==> src/rtl/mac_seq_ctrl_if.sv <==
// Bundle of signals between the dot-product sequencer, its requester and the
// shared mac datapath. "slave" is the sequencer's view; "master" is the
// surrounding logic (requester plus mac instance).
interface mac_seq_ctrl_if #(
  parameter int DW    = 12,
  parameter int AW    = 25,
  parameter int LEN_W = 8
);
  // command / status
  logic             start;
  logic [LEN_W-1:0] len;
  logic             busy;
  // operand stream
  logic             op_valid;
  logic             op_ready;
  logic [DW-1:0]    op_a;
  logic [DW-1:0]    op_b;
  // mac datapath
  logic [DW-1:0]    mac_ain;
  logic [DW-1:0]    mac_bin;
  logic             mac_clr;
  logic [AW-1:0]    mac_out;
  // result stream
  logic             res_valid;
  logic             res_ready;
  logic [AW-1:0]    res_data;

  modport master (
    output start, len, op_valid, op_a, op_b, mac_out, res_ready,
    input  busy, op_ready, mac_ain, mac_bin, mac_clr, res_valid, res_data
  );

  modport slave (
    input  start, len, op_valid, op_a, op_b, mac_out, res_ready,
    output busy, op_ready, mac_ain, mac_bin, mac_clr, res_valid, res_data
  );
endinterface

==> src/rtl/mac_seq_ctrl.sv <==
// Dot-product sequencer: clears the mac, streams len operand pairs into it,
// waits out the mac pipeline, then hands the captured sum to the requester.
// Idle cycles inside a run drive zero operands so the accumulator holds.
module mac_seq_ctrl #(
  parameter int DW      = 12,
  parameter int AW      = 25,
  parameter int LEN_W   = 8,
  parameter int MAC_LAT = 1
) (
  input logic           clk,
  input logic           reset,   // asynchronous, active low
  mac_seq_ctrl_if.slave bus
);

  localparam int DRAIN_W = (MAC_LAT < 1) ? 1 : $clog2(MAC_LAT + 1);

  typedef enum logic [2:0] {
    IDLE  = 3'd0,
    CLR   = 3'd1,
    RUN   = 3'd2,
    DRAIN = 3'd3,
    DONE  = 3'd4
  } state_t;

  state_t             state_reg;
  state_t             state_next;
  logic [LEN_W-1:0]   beat_cnt_reg;
  logic [DRAIN_W-1:0] drain_cnt_reg;
  logic [DW-1:0]      ain_reg;
  logic [DW-1:0]      bin_reg;
  logic [AW-1:0]      res_data_reg;

  logic xfer;
  logic last_beat;
  logic drain_done;

  // op_ready is exactly (state == RUN), so a transfer is RUN plus op_valid
  assign xfer       = (state_reg == RUN) && bus.op_valid;
  assign last_beat  = xfer && (beat_cnt_reg == LEN_W'(1));
  assign drain_done = (drain_cnt_reg == DRAIN_W'(0));

  assign bus.mac_ain  = ain_reg;
  assign bus.mac_bin  = bin_reg;
  assign bus.res_data = res_data_reg;

  // State register
  always_ff @(posedge clk or negedge reset) begin
    if (!reset) begin
      state_reg <= IDLE;
    end else begin
      state_reg <= state_next;
    end
  end

  // Next-state decode; start is only looked at while idle
  always_comb begin
    state_next = state_reg;
    case (state_reg)
      IDLE: begin
        if (bus.start) begin
          state_next = (bus.len != '0) ? CLR : DONE;
        end
      end
      CLR:   state_next = RUN;
      RUN: begin
        if (last_beat) begin
          state_next = DRAIN;
        end
      end
      DRAIN: begin
        if (drain_done) begin
          state_next = DONE;
        end
      end
      DONE: begin
        if (bus.res_ready) begin
          state_next = IDLE;
        end
      end
      default: state_next = IDLE;
    endcase
  end

  // Handshake and mac-clear outputs decoded straight from the state
  always_comb begin
    bus.busy      = 1'b1;
    bus.op_ready  = 1'b0;
    bus.mac_clr   = 1'b0;
    bus.res_valid = 1'b0;
    case (state_reg)
      IDLE:    bus.busy      = 1'b0;
      CLR:     bus.mac_clr   = 1'b1;
      RUN:     bus.op_ready  = 1'b1;
      DONE:    bus.res_valid = 1'b1;
      default: ;
    endcase
  end

  // Operand drive to the mac: accepted pair for one cycle, zero otherwise
  always_ff @(posedge clk or negedge reset) begin
    if (!reset) begin
      ain_reg <= '0;
      bin_reg <= '0;
    end else if (xfer) begin
      ain_reg <= bus.op_a;
      bin_reg <= bus.op_b;
    end else begin
      ain_reg <= '0;
      bin_reg <= '0;
    end
  end

  // Beat counter: loaded from len at start, counts accepted pairs down
  always_ff @(posedge clk or negedge reset) begin
    if (!reset) begin
      beat_cnt_reg <= '0;
    end else if ((state_reg == IDLE) && bus.start && (bus.len != '0)) begin
      beat_cnt_reg <= bus.len;
    end else if (xfer) begin
      beat_cnt_reg <= beat_cnt_reg - LEN_W'(1);
    end
  end

  // Drain counter: covers the mac latency after the last pair goes in
  always_ff @(posedge clk or negedge reset) begin
    if (!reset) begin
      drain_cnt_reg <= '0;
    end else if (last_beat) begin
      drain_cnt_reg <= DRAIN_W'(MAC_LAT);
    end else if ((state_reg == DRAIN) && !drain_done) begin
      drain_cnt_reg <= drain_cnt_reg - DRAIN_W'(1);
    end
  end

  // Result capture: zero for an empty vector, mac sum once fully drained
  always_ff @(posedge clk or negedge reset) begin
    if (!reset) begin
      res_data_reg <= '0;
    end else if ((state_reg == IDLE) && bus.start && (bus.len == '0)) begin
      res_data_reg <= '0;
    end else if ((state_reg == DRAIN) && drain_done) begin
      res_data_reg <= bus.mac_out;
    end
  end

endmodule

==> src/flat_wrapper.sv <==
// flat-port wrapper written by rule: the top's interface ports become plain ports
module mac_seq_ctrl_flat 
#(
  parameter int DW      = 12,
  parameter int AW      = 25,
  parameter int LEN_W   = 8,
  parameter int MAC_LAT = 1
)
  (clk, reset, bus_start, bus_len, bus_op_valid, bus_op_a, bus_op_b, bus_mac_out, bus_res_ready, bus_busy, bus_op_ready, bus_mac_ain, bus_mac_bin, bus_mac_clr, bus_res_valid, bus_res_data);
  mac_seq_ctrl_if #(.DW(DW), .AW(AW), .LEN_W(LEN_W)) bus_i ();
  input logic clk;
  input logic reset;
  input wire logic [$bits(bus_i.start)-1:0] bus_start;
  input wire logic [$bits(bus_i.len)-1:0] bus_len;
  input wire logic [$bits(bus_i.op_valid)-1:0] bus_op_valid;
  input wire logic [$bits(bus_i.op_a)-1:0] bus_op_a;
  input wire logic [$bits(bus_i.op_b)-1:0] bus_op_b;
  input wire logic [$bits(bus_i.mac_out)-1:0] bus_mac_out;
  input wire logic [$bits(bus_i.res_ready)-1:0] bus_res_ready;
  output wire logic [$bits(bus_i.busy)-1:0] bus_busy;
  output wire logic [$bits(bus_i.op_ready)-1:0] bus_op_ready;
  output wire logic [$bits(bus_i.mac_ain)-1:0] bus_mac_ain;
  output wire logic [$bits(bus_i.mac_bin)-1:0] bus_mac_bin;
  output wire logic [$bits(bus_i.mac_clr)-1:0] bus_mac_clr;
  output wire logic [$bits(bus_i.res_valid)-1:0] bus_res_valid;
  output wire logic [$bits(bus_i.res_data)-1:0] bus_res_data;
  assign bus_i.start = bus_start;
  assign bus_i.len = bus_len;
  assign bus_i.op_valid = bus_op_valid;
  assign bus_i.op_a = bus_op_a;
  assign bus_i.op_b = bus_op_b;
  assign bus_i.mac_out = bus_mac_out;
  assign bus_i.res_ready = bus_res_ready;
  assign bus_busy = bus_i.busy;
  assign bus_op_ready = bus_i.op_ready;
  assign bus_mac_ain = bus_i.mac_ain;
  assign bus_mac_bin = bus_i.mac_bin;
  assign bus_mac_clr = bus_i.mac_clr;
  assign bus_res_valid = bus_i.res_valid;
  assign bus_res_data = bus_i.res_data;
  mac_seq_ctrl #(.DW(DW), .AW(AW), .LEN_W(LEN_W), .MAC_LAT(MAC_LAT)) u_core (.clk(clk), .reset(reset), .bus(bus_i));
endmodule
==> config.mk <==
export PLATFORM = sky130hd
export DESIGN_NAME = mac_seq_ctrl_flat
export DESIGN_NICKNAME = d
export VERILOG_FILES = /design/src/rtl/mac_seq_ctrl_if.sv /design/src/rtl/mac_seq_ctrl.sv /design/src/flat_wrapper.sv
export SDC_FILE = /design/constraint.sdc
export NUM_CORES = 1
export LEC_CHECK = 0
export BUFFER_PORTS_ARGS = -buffer_cell sky130_fd_sc_hd__buf_4
export CAP_MARGIN = 20
export CORE_MARGIN = 2
export CORE_UTILIZATION = 25
export DETAILED_ROUTE_END_ITERATION = 10
export RECOVER_POWER = 50
export SYNTH_ARGS = -nofsm -noshare
export SYNTH_HDL_FRONTEND = slang
export SYNTH_SLANG_ARGS = --single-unit
==> constraint.sdc <==
create_clock -name clk -period 1.7 [get_ports clk]
set_input_delay 0.17 -clock clk [delete_from_list [all_inputs] [get_ports clk]]
set_output_delay 0.17 -clock clk [all_outputs]
set_load 0.1 [all_outputs]
==> run_results.csv, run 1 <==
group,metric,value,unit
synth,syn-num-nets,305,
detailed_routing,via_count,2215,
sta,setup_viol,0,
global_route,antenna_found_initial,0,
worst_setup_path,reg2reg_depth,6,
global_route,grt_max_degree,39,
clock_network,cts_tree,"yes",
final_layout,layout_common_cells,"buf_4, nand2_1, dfrtp_1",
clock_network,ctsHtreeMaxLevel,3,
global_route,first_global_vias,2242,
worst_setup_path,end_kind,"flip-flop",
detailed_routing,drt-initial-drc-count,78,
placement,place_ws,0.0144,ns
detailed_routing,routed_wl,6520,microns
detailed_routing,final_antenna_net_count,0,
hold_path,hp-class,"primary input to flip-flop",
die,start_util,0.253,
detailed_routing,drc_errors,0,
synth,syn_inst,241,
final_layout,layout-drive-gt1-share,0.444,
die,rows,37,
flow_run,max_cap_violations,0,
clock_network,clk_pin_slew,0.07,ns
synth,synthMuxAreaShare,0.00388,
clock_network,clock_path_buffers,2,
final_layout,largest_reg_flops,25,
sta,finalHoldViolCount,0,
final_layout,area_growth,52.3,%
clock_network,cts_buffers,9,
synth,synth_adder_area_share,0.00970,
synth,yosysSeqAreaShare,0.592,
sta,slew_viol_final,0,
detailed_routing,first_pass_iters,4,
die,die_w,106,microns
synth,yosys_warnings,0,
hold_path,hold-path-cell-count,2,
die,die_area,11100,sq um
clock_network,clk_latency,0.33,ns
clock_network,cts-root-buf,"clkbuf_8",
die,io_pins,115,
worst_setup_path,cp-start-kind,"flip-flop",
synth,syn_area,2580,sq um
worst_setup_path,crit_fanout,3,
synth,syn_avg_cell_area,10.7,sq um
detailed_routing,wire_per_inst,12.7,microns
final_layout,final_common_cell,"buf_4",
sta,fin_crit_sh,0.979,
worst_setup_path,arrival,1.88,ns
placement,port-buffer-count,114,
sta,layout_setup_ws,0.0352,ns
synth,synthFlopType,"dfrtp_1",
sta,layout_min_cycle_time,1.66,ns
synth,synth.distinct_cells,43,
synth,synthArstFlopShare,1.00,
global_route,overflow,0,
synth,synth_compound_area_frac,0.115,
sta,finClkSkew,0.0121,ns
global_route,grt_usage,0.122,
outcome,status,"finished clean",
synth,synth_top_family_by_area,"simple AND/OR/NAND/NOR gates",
sta,slew_headroom,0.577,
die,die_h,106,microns
synth,synth_xor_area_frac,0,
final_layout,diodes,0,
sta,fmax,0.601,GHz
synth,synth.ff_latch_count,61,
clock_network,cts_sinks,61,
global_route,grt_pass1_wl,10800,microns
placement,place.gp.congestion,0.801,
detailed_routing,vias_per_cell,4.31,
placement,place_hpwl,4680,microns
synth,synth-simple-area-share,0.232,
worst_setup_path,required,1.91,ns
final_layout,final_nets,438,
worst_setup_path,critPathKind,"flip-flop to flip-flop",
synth,synth_enable_flop_cells,0,
sta,max_slew.worst_pin.slew,0.634,ns
sta,rsz0062_at_grt,"true",
die,core_area,10200,sq um
-- kinds of logic (layout without fill, tap and decap cells) --
logic type | count (synthesis) | count (layout)
compound gates | 45 | 45
fa+ha+maj | 2 | 2
buf+inv | 17 | 154
flops | 61 | 61
mux | 1 | 1
simple gates | 115 | 115
-- final cells by class --
class | count | area [sq um]
inverter | 3 | 11.3
fill | 1064 | 6260
multi-input combinational | 163 | 988
clock buffer | 10 | 138
timing repair buffer | 136 | 1020
sequential | 61 | 1530
clock inverter | 5 | 75.1
tap | 136 | 170
-- routing by layer --
| layer | global-route usage | vias to the layer above | share of wire |
|---|---|---|---|
| met5 | 0 | - | 0 |
| met1 | 0.155 | 1047 | 0.44 |
| met2 | 0.194 | 86 | 0.47 |
| met3 | 0.0458 | 8 | 0.077 |
| met4 | 0.0329 | 0 | 0.010 |
| li1 | - | 1074 | - |
-- synth_stat cells (2+ instances only) --
cell type	count	share of area
buf_8	2	0.012
a21o_1	2	0.0058
a221o_1	3	0.012
a21oi_1	26	0.050
o21ai_0	2	0.0039
ha_1	2	0.0097
o211ai_1	2	0.0058
nand2_1	60	0.087
nand3b_1	2	0.0058
and2_1	25	0.061
nand2b_1	3	0.0073
buf_4	3	0.0087
nand3_1	5	0.0097
dfrtp_1	61	0.59
buf_2	7	0.014
nor2_1	4	0.0058
buf_6	2	0.0087
nor3_1	2	0.0039
inv_1	3	0.0044
nor4_1	2	0.0048
-- per-stage QoR --
step	area, sq um	cells	hold slack, ns	setup TNS [ns]	util
after floorplan	2600	241	-0.126	-1.41	-
after global placement	3680	491	0.0989	0	0.361
after detailed placement	3680	491	0.102	0	0.361
after CTS	3980	513	0.0257	-0.00265	0.391
after global routing	3930	514	0.0195	-0.0115	0.386
final	3930	514	0.0478	0	0.386
-- final timing paths --
check	from	endpoint	slack, ns
setup reg to reg	u_core.beat_cnt_reg[0]	u_core.beat_cnt_reg[6]	0.04
min in group asynchronous	reset	u_core.drain_cnt_reg	0.39
hold reg to reg	u_core.bus.res_data[23]	u_core.bus.res_data[23]	0.53
hold / removal	bus_op_b[7]	u_core.bus.mac_bin[7]	0.05
max in group asynchronous	reset	u_core.bus.mac_bin[4]	0.29
setup / recovery	u_core.beat_cnt_reg[0]	u_core.beat_cnt_reg[6]	0.04
-- worst max-delay path, stage by stage (launching register included) --
cell and delay, ns:
dfrtp_1 0.39, inv_2 0.08, ha_4 0.13, or3b_4 0.39, o311ai_2 0.23, o311ai_1 0.15, a21o_1 0.17
-- what timing repair did --
action / in CTS / in global routing
resized for setup: 9 / 4
hold buffers: 1 / 0
pin swaps: 2 / 3
endpoints found under the hold margin: 23 / 0
setup endpoints to repair: 4 / 9
buffers inserted: 6 / 1
Power of run 1 is not shown: default switching activity piles up to over one toggle a cycle in this logic, so the estimate is an artifact.
==> inputs of run 2 (changes only) <==
- PLACE_DENSITY_LB_ADDON: not set -> 0.08
==> run_results.csv, run 2 (synthesized netlist as in run 1, its figures left out) <==
group,metric,value,unit
detailed_routing,first_pass_iters,4,
final_layout,layout_common_cells,"buf_4, nand2_1, dfrtp_1",
die,rows,37,
die,start_util,0.253,
sta,setup_viol,0,
worst_setup_path,required,1.92,ns
detailed_routing,routed_wl,6860,microns
worst_setup_path,end_kind,"flip-flop",
detailed_routing,via_count,2208,
sta,slew_viol_final,0,
detailed_routing,top_layer_used,"met4",
die,io_pins,115,
worst_setup_path,slowest_stage,"or3b_4",
global_route,overflow,0,
sta,layout_min_cycle_time,1.67,ns
sta,rsz0062_at_grt,"true",
worst_setup_path,arrival,1.89,ns
detailed_routing,drt-met1-wl,3270,microns
final_layout,final_nets,438,
die,die_h,106,microns
outcome,status,"finished clean",
die,die_w,106,microns
placement,place_hpwl,4760,microns
sta,finalHoldViolCount,0,
sta,max_slew.worst_pin.slew,0.756,ns
clock_network,clk_pin_slew,0.07,ns
final_layout,final_common_cell,"buf_4",
final_layout,largest_reg_flops,25,
global_route,grt_max_degree,35,
global_route,grt_usage,0.128,
global_route,grt_pass1_wl,11100,microns
worst_setup_path,crit_buf_inv,1,
final_layout,area_growth,52.0,%
hold_path,hp-class,"primary input to flip-flop",
detailed_routing,wire_per_inst,13.3,microns
clock_network,cts_sinks,61,
worst_setup_path,crit_family,"compound AO/OA/AOI/OAI gates",
clock_network,clock_path_buffers,2,
sta,slew_headroom,0.496,
clock_network,cts_buffers,9,
detailed_routing,drc_errors,0,
detailed_routing,drt-initial-drc-count,66,
worst_setup_path,cp_cell_sequence,"inv_1 -> ha_2 -> or3b_4 -> o311ai_2 -> o311ai_1 -> a21o_1",
sta,fin_crit_sh,0.983,
final_layout,diodes,0,
detailed_routing,wl_met3,422,microns
global_route,antenna_found_initial,0,
sta,fmax,0.598,GHz
detailed_routing,dr_wl_met2,3040,microns
worst_setup_path,cp-start-kind,"flip-flop",
flow_run,max_cap_violations,0,
clock_network,ctsHtreeMaxLevel,3,
detailed_routing,vias_per_cell,4.30,
sta,finClkSkew,0.0101,ns
die,die_area,11100,sq um
placement,place.gp.congestion,0.750,
worst_setup_path,critPathKind,"flip-flop to flip-flop",
die,core_area,10200,sq um
worst_setup_path,crit_fanout,4,
sta,holdWs,0.0384,ns
clock_network,clk_latency,0.33,ns
placement,port-buffer-count,114,
final_layout,layout-drive-gt1-share,0.442,
clock_network,cts_tree,"yes",
detailed_routing,final_antenna_net_count,0,
worst_setup_path,slowest_delay,0.40,ns
global_route,first_global_vias,2179,
clock_network,cts-root-buf,"clkbuf_8",
[run 2: cell types whose count changed in the layout (fill, tap and decap cells not counted), moves of 2 or more]
cell      change
clkinv_2      -3
clkbuf_1      +2
dfrtp_1       -2
dfrtp_2       +2
[run 2: layout make-up]
| cell class | instances | area (sq um) |
|---|---|---|
| timing repair buffer | 136 | 1010 |
| fill | 1063 | 6260 |
| inverter | 3 | 11.3 |
| sequential | 61 | 1530 |
| clock inverter | 3 | 68.8 |
| multi-input combinational | 163 | 976 |
| clock buffer | 12 | 155 |
| tap | 136 | 170 |
[run 2: timing repair]
action,in CTS,in global routing
hold endpoints to repair,27,0
hold buffers,1,0
cloned,0,0
resized for setup,6,5
buffers inserted,2,1
endpoints found under the setup margin,2,8
pin swaps,0,2
[run 2: path summary, 6_finish.rpt]
check                                              from  slack, ns                 endpoint  cells past startpoint
worst min-delay path                       bus_op_b[11]       0.04   u_core.bus.mac_bin[11]                      2
worst max register to register   u_core.beat_cnt_reg[1]       0.03   u_core.beat_cnt_reg[6]                      6
max in group asynchronous                         reset       0.22  u_core.bus.res_data[19]                      3
worst max-delay path             u_core.beat_cnt_reg[1]       0.03   u_core.beat_cnt_reg[6]                      6
min in group asynchronous                         reset       0.43  u_core.bus.res_data[10]                      2
worst min register to register  u_core.bus.res_data[14]       0.52  u_core.bus.res_data[14]                      2
[run 2: metrics by stage]
step	cell area, sq um	setup slack [ns]	std cells	utilization	setup TNS [ns]
after floorplan	2600	-0.322	241	-	-1.41
after global placement	3710	0.0981	495	0.364	0
after detailed placement	3710	0.0507	495	0.364	0
after CTS	3980	0.0131	513	0.391	0
after global routing	3920	-0.0469	514	0.385	-0.0469
final	3920	0.0283	514	0.385	0
[run 2: layer usage]
metal / vias up / track usage
met5: - / 0
met4: 0 / 0.0592
met2: 85 / 0.194
met3: 10 / 0.0303
met1: 1040 / 0.172
li1: 1073 / -
Power of run 2 is left out for the same reason.
==> inputs of run 3 (changes only) <==
==> constraint.sdc (replaced) <==
create_clock -name clk -period 1.7 [get_ports clk]
set_input_delay 0.255 -clock clk [delete_from_list [all_inputs] [get_ports clk]]
set_output_delay 0.255 -clock clk [all_outputs]
set_load 0.1 [all_outputs]
==> run_results.csv, run 3 (synthesized netlist as in run 1, its figures left out) <==
group,metric,value,unit
outcome,status,"finished clean",
worst_setup_path,crit_buf_inv,1,
detailed_routing,first_pass_iters,4,
clock_network,cts_buffers,9,
final_layout,largest_reg_flops,25,
hold_path,hp-class,"primary input to flip-flop",
final_layout,layout_common_cells,"buf_4, nand2_1, dfrtp_1",
detailed_routing,final_antenna_net_count,0,
clock_network,clk_latency,0.32,ns
worst_setup_path,end_kind,"flip-flop",
placement,place.gp.congestion,0.756,
clock_network,cts_sinks,61,
sta,holdWs,0.129,ns
detailed_routing,via_count,2180,
clock_network,cts-root-buf,"clkbuf_8",
detailed_routing,drc_errors,0,
detailed_routing,routed_wl,6690,microns
hold_path,hold-path-cell-count,2,
detailed_routing,wire_per_inst,13.0,microns
die,die_w,106,microns
global_route,first_global_vias,2175,
placement,place_hpwl,4700,microns
global_route,grt_max_degree,42,
worst_setup_path,slowest_delay,0.41,ns
clock_network,clock_path_buffers,2,
global_route,antenna_found_initial,0,
detailed_routing,vias_per_cell,4.22,
placement,placed_area,3700,sq um
sta,layout_min_cycle_time,1.65,ns
final_layout,diodes,0,
die,die_area,11100,sq um
detailed_routing,drt-initial-drc-count,54,
worst_setup_path,reg2reg_depth,6,
final_layout,fillers,1061,
clock_network,ctsHtreeMaxLevel,3,
sta,fin_crit_sh,0.972,
die,rows,37,
final_layout,final_nets,440,
die,start_util,0.253,
worst_setup_path,crit_family,"compound AO/OA/AOI/OAI gates",
worst_setup_path,crit_fanout,4,
sta,finClkSkew,0.00722,ns
global_route,grt_pass1_wl,10700,microns
sta,slew_viol_final,0,
flow_run,max_cap_violations,0,
sta,setup_viol,0,
worst_setup_path,required,1.91,ns
final_layout,layout-drive-gt1-share,0.450,
clock_network,cts_tree,"yes",
die,io_pins,115,
global_route,grt_usage,0.123,
worst_setup_path,ff2ff_setup_slack,0.05,ns
final_layout,final_common_cell,"buf_4",
placement,port-buffer-count,114,
clock_network,clk_pin_slew,0.07,ns
final_layout,finalCoreUtilization,0.395,
worst_setup_path,critPathKind,"flip-flop to flip-flop",
die,core_area,10200,sq um
final_layout,fin_area,4030,sq um
sta,slew_headroom,0.616,
worst_setup_path,slowest_stage,"or3b_4",
sta,max_slew.worst_pin.slew,0.577,ns
worst_setup_path,cp.depth,6,
worst_setup_path,cp_cell_sequence,"inv_2 -> ha_2 -> or3b_4 -> o311ai_4 -> o311ai_1 -> a21o_1",
die,die_h,106,microns
worst_setup_path,cp-start-kind,"flip-flop",
final_layout,area_growth,56.1,%
sta,fmax,0.605,GHz
global_route,overflow,0,
worst_setup_path,arrival,1.87,ns
sta,finalHoldViolCount,0,
sta,rsz0062_at_grt,"true",
==> run 3: cell count changes in the layout (fill, tap and decap cells not counted) <==
cell	before	now
buf_8	0	1
clkbuf_1	2	1
a21bo_4	0	1
inv_2	1	2
inv_1	2	1
buf_12	4	8
o311ai_2	1	0
o311ai_4	0	1
buf_6	1	2
clkbuf_2	25	22
a21bo_2	1	0
==> run 3: layer usage <==
layer,global-route usage,vias up,part of all wire
met2,0.190,69,0.46
met1,0.162,1028,0.47
li1,-,1078,-
met3,0.0451,5,0.062
met4,0.0367,0,0.0082
met5,0,-,0
==> run 3: worst paths after layout <==
path,from,to
worst max-delay path,u_core.beat_cnt_reg[0],u_core.beat_cnt_reg[6]
worst max register to register,u_core.beat_cnt_reg[0],u_core.beat_cnt_reg[6]
worst min-delay path,bus_op_b[8],u_core.bus.mac_bin[8]
min in group asynchronous,reset,u_core.bus.res_data[10]
max in group asynchronous,reset,u_core.bus.mac_ain[7]
worst min register to register,u_core.bus.res_data[14],u_core.bus.res_data[14]
==> run 3: area by class of cell <==
| class | count | area, sq um | area share |
|---|---|---|---|
| clock buffer | 12 | 155 | 0.0385 |
| clock inverter | 3 | 68.8 | 0.0171 |
| inverter | 3 | 11.3 | 0.00280 |
| multi-input combinational | 163 | 992 | 0.246 |
| sequential | 61 | 1530 | 0.380 |
| tap | 136 | 170 | 0.0423 |
| timing repair buffer | 138 | 1100 | 0.273 |
==> run 3: through the flow <==
| step | worst slack, ns | std cells | setup TNS (ns) |
|---|---|---|---|
| floorplan | -0.322 | 241 | -1.50 |
| global placement | 0.0938 | 494 | 0 |
| detailed placement | 0.0390 | 494 | 0 |
| CTS | 0.00612 | 513 | 0 |
| global route | -0.0186 | 516 | -0.0899 |
| finish | 0.0474 | 516 | 0 |
==> run 3: what timing repair did <==
item | in CTS | in global routing
resized for setup | 10 | 10
buffers inserted | 3 | 3
setup endpoints to repair | 3 | 6
hold buffers | 1 | 0
pin swaps | 0 | 3
hold endpoints to repair | 20 | 0
Power of run 3 is left out for the same reason.
